$ cat src/rtl/gold_seq_gen.sv
// Purpose   : Gold-code chip generator, two Fibonacci LFSRs XORed (or either alone / zero).
// Latency   : chip_valid rises one clk after the cycle the divider strobes.
// Backpress.: none; enable low freezes every counter and LFSR, load re-seeds.
//
// Ports:
//   clk, reset      clock, synchronous active-high reset
//   enable          run; low freezes divider, LFSRs and index counter
//   load            one-cycle re-seed strobe (priority over enable)
//   seed_b_in       LFSR B seed used on load (0 falls back to SEED_B)
//   mode            0 A^B, 1 A only, 2 B only, 3 constant 0
//   clk_div         chip period = clk_div+1 clk cycles
//   chip_out        current chip (registered)
//   chip_valid      one-cycle pulse when chip_out updates
//   epoch           pulses with chip_valid on chip index 0
//   chip_idx        index of chip currently on chip_out
module gold_seq_gen #(
   parameter int             N      = 6,
   parameter logic [N-1:0]   POLY_A = 6'b000011,
   parameter logic [N-1:0]   POLY_B = 6'b100111,
   parameter logic [N-1:0]   SEED_A = 6'b000001,
   parameter logic [N-1:0]   SEED_B = 6'b000001,
   parameter int             DIV_W  = 8
) (
   input  logic             clk,
   input  logic             reset,
   input  logic             enable,
   input  logic             load,
   input  logic [N-1:0]     seed_b_in,
   input  logic [1:0]       mode,
   input  logic [DIV_W-1:0] clk_div,
   output logic             chip_out,
   output logic             chip_valid,
   output logic             epoch,
   output logic [N-1:0]     chip_idx
);

   // Last index of the period, P-1 = 2^N-2.
   localparam logic [N-1:0] IDX_LAST = {{(N-1){1'b1}}, 1'b0};

   logic [N-1:0]     lfsr_a_q, lfsr_a_d;
   logic [N-1:0]     lfsr_b_q, lfsr_b_d;
   logic [DIV_W-1:0] div_cnt_q, div_cnt_d;
   logic [N-1:0]     idx_q, idx_d;
   logic             chip_out_q, chip_out_d;
   logic             chip_valid_q, chip_valid_d;
   logic             epoch_q, epoch_d;
   logic [N-1:0]     chip_idx_q, chip_idx_d;
   logic             strobe;
   logic             sel_chip;

   // Fibonacci step: new bit enters at the top, output bit is s[0].
   function automatic logic [N-1:0] lfsr_step(input logic [N-1:0] s, input logic [N-1:0] taps);
      return {^(s & taps), s[N-1:1]};
   endfunction

   always_comb begin
      // ">=" rather than "==" so a clk_div lowered below the running count
      // still produces a strobe on the next enabled cycle.
      strobe = enable & ~load & (div_cnt_q >= clk_div);

      case (mode)
         2'd0:    sel_chip = lfsr_a_q[0] ^ lfsr_b_q[0];
         2'd1:    sel_chip = lfsr_a_q[0];
         2'd2:    sel_chip = lfsr_b_q[0];
         default: sel_chip = 1'b0;
      endcase

      lfsr_a_d     = lfsr_a_q;
      lfsr_b_d     = lfsr_b_q;
      div_cnt_d    = div_cnt_q;
      idx_d        = idx_q;
      chip_out_d   = chip_out_q;
      chip_valid_d = 1'b0;
      epoch_d      = 1'b0;
      chip_idx_d   = chip_idx_q;

      if (load) begin
         lfsr_a_d  = SEED_A;
         // An all-zero seed would lock LFSR B at zero forever.
         lfsr_b_d  = (seed_b_in == '0) ? SEED_B : seed_b_in;
         div_cnt_d = '0;
         idx_d     = '0;
      end else if (enable) begin
         div_cnt_d = strobe ? '0 : div_cnt_q + DIV_W'(1);
         if (strobe) begin
            chip_out_d   = sel_chip;
            chip_valid_d = 1'b1;
            chip_idx_d   = idx_q;
            epoch_d      = (idx_q == '0);
            // Both registers advance regardless of mode so switching mode
            // never shifts the code phase.
            lfsr_a_d     = lfsr_step(lfsr_a_q, POLY_A);
            lfsr_b_d     = lfsr_step(lfsr_b_q, POLY_B);
            idx_d        = (idx_q == IDX_LAST) ? '0 : idx_q + N'(1);
         end
      end
   end

   always_ff @(posedge clk) begin
      if (reset) begin
         lfsr_a_q     <= SEED_A;
         lfsr_b_q     <= SEED_B;
         div_cnt_q    <= '0;
         idx_q        <= '0;
         chip_out_q   <= 1'b0;
         chip_valid_q <= 1'b0;
         epoch_q      <= 1'b0;
         chip_idx_q   <= '0;
      end else begin
         lfsr_a_q     <= lfsr_a_d;
         lfsr_b_q     <= lfsr_b_d;
         div_cnt_q    <= div_cnt_d;
         idx_q        <= idx_d;
         chip_out_q   <= chip_out_d;
         chip_valid_q <= chip_valid_d;
         epoch_q      <= epoch_d;
         chip_idx_q   <= chip_idx_d;
      end
   end

   assign chip_out   = chip_out_q;
   assign chip_valid = chip_valid_q;
   assign epoch      = epoch_q;
   assign chip_idx   = chip_idx_q;

endmodule

$ cat config.mk
export PLATFORM = sky130hd
export DESIGN_NAME = gold_seq_gen
export DESIGN_NICKNAME = d
export VERILOG_FILES = /design/src/rtl/gold_seq_gen.sv
export SDC_FILE = /design/constraint.sdc
export NUM_CORES = 1
export LEC_CHECK = 0
export ABC_AREA = 0
export CELL_PAD_IN_SITES_DETAIL_PLACEMENT = 0
export CELL_PAD_IN_SITES_GLOBAL_PLACEMENT = 1
export CORE_MARGIN = 4
export CORE_UTILIZATION = 36
export DETAILED_ROUTE_END_ITERATION = 10
export GPL_ROUTABILITY_DRIVEN = 0
export GPL_TIMING_DRIVEN = 1
export PLACE_DENSITY_LB_ADDON = 0.25
export SYNTH_ARGS = -nofsm -noshare
export SYNTH_HDL_FRONTEND = slang
export SYNTH_SLANG_ARGS = --single-unit
$ cat constraint.sdc
create_clock -name clk -period 1.82 [get_ports clk]
set_input_delay 0.273 -clock clk [delete_from_list [all_inputs] [get_ports clk]]
set_output_delay 0.273 -clock clk [all_outputs]
set_load 0.01 [all_outputs]
# Word level (Yosys, flattened, before mapping)
# Index checks and enable logic that the tools add are counted.
[classes]
n_addsub = 2
n_lt_le_gt_ge = 1
eq_ne = 3
muxes = 8
n_bitwise = 6
reduce_logical = 13
[ops]
columns = ["op", "count"]
rows = [
  ["$mux W6", 5],
  ["$logic_not A6 Y1", 2],
  ["$reduce_xor A6 Y1", 2],
  ["$add A8 B1 Y8 const B", 1],
  ["$ge A8 B8 Y1", 1],
  ["$mux W8", 1],
  ["$add A6 B1 Y6 const B", 1],
  ["$eq A6 B6 Y1 const B", 1],
  ["$reduce_and A2 Y1", 2],
  ["$reduce_bool A2 Y1", 2],
  ["$reduce_or A4 Y1", 1],
  ["$not A1 Y1", 3],
  ["$pmux W1 S3", 1],
  ["$reduce_and A3 Y1", 1],
  ["$reduce_or A3 Y1", 1],
  ["$and A1 B1 Y1", 2],
  ["$eq A2 B1 Y1 const B", 1],
  ["$eq A2 B2 Y1 const B", 1],
  ["$logic_not A2 Y1", 1],
  ["$reduce_or A2 Y1", 1],
  ["$mux W1", 1],
  ["$xor A1 B1 Y1", 1],
]
[totals]
ff_bits = 35
in_bits = 20
output_inout_bits = 9

# Longest topological paths before layout
[logic_depth]
depth_word = 6
mapped_depth = 9
ltp_nobuf = 7

# Worst setup path after synthesis
# No wires, ideal clock.
[synth_timing]
path_kind = "reg2reg"
from = "reg div_cnt_q[6]"
to = "reg lfsr_a_q[1]"
t_arrival_ns = 1.793
required_time_ns = 1.692
setup_slack_ns = -0.100
path_stages_with_launch = 9
n_path_buf = 2
period_less_slack_ns = 1.920
cell_sequence = "dfxtp_1 ha_1 and3_1 a221o_1 a22oi_2 buf_6 buf_6 mux2i_1 nor2_1"
[synth_via]
elab_chain_len = 3
[synth_lines]
columns = ["element", "line", "text"]
rows = [
  ["start: declaration", "42", "logic [DIV_W-1:0] div_cnt_q, div_cnt_d;"],
  ["start signal: assignment", "112", "div_cnt_q <= div_cnt_d;"],
  ["$ge A8 B8 Y1", "59", "strobe = enable & ~load & (div_cnt_q >= clk_div);"],
  ["$and A1 B1 Y1", "59", ""],
  ["$reduce_and A2 Y1 (no line)", "--", ""],
  ["end signal: assignment", "110", "lfsr_a_q <= lfsr_a_d;"],
  ["end: declaration", "40", "logic [N-1:0] lfsr_a_q, lfsr_a_d;"],
]
# No other way between the ends.
# A chain may end at the register's enable or synchronous reset.

# Worst setup path in the final report
[layout_timing]
from = "reg div_cnt_q[7]"
to = "reg lfsr_a_q[0]"
# Same word-level chain as after synthesis.

==> impl_metrics.json <==
{
  "outcome": "finished, violations left",
  "failed_checks": "negative setup slack",
  "yosys_warnings": 0,
  "die_h_um": 77.3,
  "port_buffers": 28,
  "cts_root_buffer": "clkbuf_8",
  "clk_pin_slew_ps": 70,
  "hold_viol_final": 0,
  "grt_pass1_wl_mm": 6.58,
  "core_area_mm2": 0.00450,
  "cts_max_level": 2,
  "worstReg2RegStart": "div_cnt_q[7]",
  "syn-cell-area_mm2": 0.00173,
  "via_count": 1516,
  "first_global_vias": 1501,
  "initial_core_util_pct": 38.4,
  "async_reset_ff_share_pct": 0,
  "clockBufferDepth": 2,
  "max-cap-violations": 0,
  "grt_usage_pct": 13.6,
  "cp.required_ps": 1970,
  "die_w_um": 77.3,
  "overflow": 0,
  "syn2layout_area_growth_pct": 45.8,
  "period_share_pct": 110,
  "fin_setup_tns_ps": -3830,
  "holdWs_ps": 494,
  "path_max_fanout": 7,
  "hold_depth": 2,
  "ys_seq_elements": 35,
  "skew_ps": 4.42,
  "yosysTopAreaCell": "dfxtp_1",
  "critical_path_class": "flop to flop",
  "first_pass_iters": 4,
  "r2r_setup_slack_ps": -180,
  "grt_setup_unrepaired": "yes",
  "finalNetCount": 273,
  "cts_hold_buf": 0,
  "design_area_mm2": 0.00252,
  "tritoncts": "built",
  "drv_slew": 0,
  "tightest_slew_ps": 457,
  "ys_seq_area_share_pct": 40.5,
  "clock_latency_ps": 280,
  "crit_arrival_ps": 2150,
  "rows": 24,
  "grt_max_degree": 26,
  "hold_path_class": "flop to flop",
  "worst_hold_path.endpoint": "chip_idx[3]",
  "place_area_mm2": 0.00218,
  "setup_viol": 33,
  "leakage_nw": 1.08,
  "cts.sinks": 35,
  "rr_endpoint": "lfsr_a_q[0]",
  "pre_cts_ws_ps": -635,
  "ys_top_cells_by_count": "dfxtp_1, nor2_1, mux2i_1",
  "wl_per_cell_um": 13.9,
  "hp-start": "chip_idx[3]",
  "synthesis.nets": 223,
  "synth_area_leaders": "dfxtp_1, ha_1, mux2i_1",
  "fillers": 408,
  "r2r_cells": 8,
  "period_minus_slack_ps": 2000,
  "fp.dieArea_mm2": 0.00598,
  "clock.fmax_ghz": 0.499,
  "cts_buffers": 5,
  "post-route-drc-count": 0,
  "drive_above_1_share_pct": 25.2,
  "start_kind": "flop",
  "n_antenna_cell": 0,
  "postRouteAntennaNets": 0,
  "syn_area_per_cell_um2": 9.06,
  "netlist-cell-type-count": 36,
  "yosysMostFrequentCell": "dfxtp_1",
  "setup_slack_ps": -183,
  "routed_via_density": 5.16,
  "power_density_mw_per_mm2": 608,
  "io_pins": 29,
  "hpwl_mm": 2.84,
  "wirelength_mm": 4.09,
  "relSlewSlack_pct": 69.4,
  "irDropWorstVdd_uv": 414,
  "endpoint_kind": "flop",
  "initialDrtViolationCount": 54,
  "syn_inst": 191,
  "synthFlopType": "dfxtp_1",
  "synth_top_area_share_pct": 40.5,
  "synth_enable_flop_cells": 0,
  "antenna_found_initial": 0
}
cells by family (layout without fill, tap and decap cells):
kind of cell / Yosys count / in the layout / synth area share, %
flip-flops: 35 / 35 / 40.5
AO/OA/AOI/OAI: 26 / 26 / 9.47
buffers and inverters: 18 / 69 / 5.28
adder cells (fa/ha/maj): 12 / 12 / 8.68
AND/OR/NAND/NOR: 74 / 74 / 21.9
multiplexers: 14 / 14 / 8.10
XOR/XNOR: 12 / 12 / 6.07
final cells by class:
| cell class | count | area [um^2] | share of cell area (%) |
|---|---|---|---|
| multi-input cells | 138 | 1100 | 43.5 |
| well taps | 52 | 65.1 | 2.58 |
| inverters | 10 | 37.5 | 1.49 |
| flip-flops and latches | 35 | 704 | 27.9 |
| clock buffers | 8 | 100 | 3.97 |
| repair buffers | 51 | 519 | 20.6 |
state kept, by name (all words and copies together), names as in the netlist:
register / cells
div_cnt_q: 8
chip_idx: 6
idx_q: 6
lfsr_a_q: 6
lfsr_b_q: 6
chip_out: 1
chip_valid: 1
epoch: 1
power breakdown:
group          total, mW  switching, mW  internal (mW)
registers          0.783        0.00767          0.775
clock network      0.609          0.264          0.345
logic              0.143         0.0636         0.0793
total               1.53          0.335           1.20
repair_timing:
item                                    CTS  global route
buffers inserted                          1             5
pin swaps                                18            16
gates resized for setup                  22            24
hold endpoints to repair                  0             0
endpoints found under the setup margin   35            35
gates cloned                              1             2
placed cells by master (no fill, tap or decap), drive strengths merged, types with 2 or more instances in the layout:
cell / netlist / final
or3b: 3 / 3
clkdlybuf4s50: 0 / 23
buf: 4 / 22
nand4: 2 / 2
a21oi: 10 / 10
mux2i: 14 / 14
ha: 12 / 12
a31oi: 5 / 5
or3: 2 / 2
nor2: 28 / 28
clkbuf: 4 / 9
inv: 10 / 10
o21ai: 5 / 5
dlymetal6s2s: 0 / 2
nand2b: 6 / 6
nand3: 4 / 4
xor2: 7 / 7
dlygate4sd2: 0 / 3
and3: 3 / 3
dfxtp: 35 / 35
xnor2: 5 / 5
nand3b: 5 / 5
nand2: 13 / 13
through the flow:
step | power, mW | std cells | util [%]
after floorplan | 0.856 | 191 | -
after global placement | 0.922 | 278 | 48.3
after detailed placement | 0.927 | 278 | 48.3
after CTS | 1.55 | 288 | 52.4
after global routing | 1.60 | 294 | 56.0
final | 1.53 | 294 | 56.0
critical path, stage by stage (launching register included):
cell     delay (ps)
dfxtp_2         350
ha_4            200
and3_4          170
a221o_1         320
a22oi_2         250
buf_6           170
buf_8           140
mux2i_1         190
nand2_1          70
worst max-delay path by stage:
stage	start	to	slack [ps]	depth (start not counted)
final	div_cnt_q[7]	lfsr_a_q[0]	-180	8
after global routing	div_cnt_q[7]	lfsr_a_q[0]	-270	8
after CTS	div_cnt_q[7]	chip_idx[2]	-160	7
after detailed placement	clk_div[5]	lfsr_b_q[0]	-640	9
after global placement	clk_div[5]	lfsr_b_q[0]	-580	9
after floorplan	div_cnt_q[5]	lfsr_a_q[1]	-50	8
per-layer routing:
layer	vias to the layer above	routed length (um)	global-route usage, %
li1	755	-	-
met4	0	81	7.65
met5	-	0	0
met2	28	2220	24.8
met1	724	1670	14.5
met3	9	112	2.89
No activity file was read; power rests on OpenSTA's default activity.
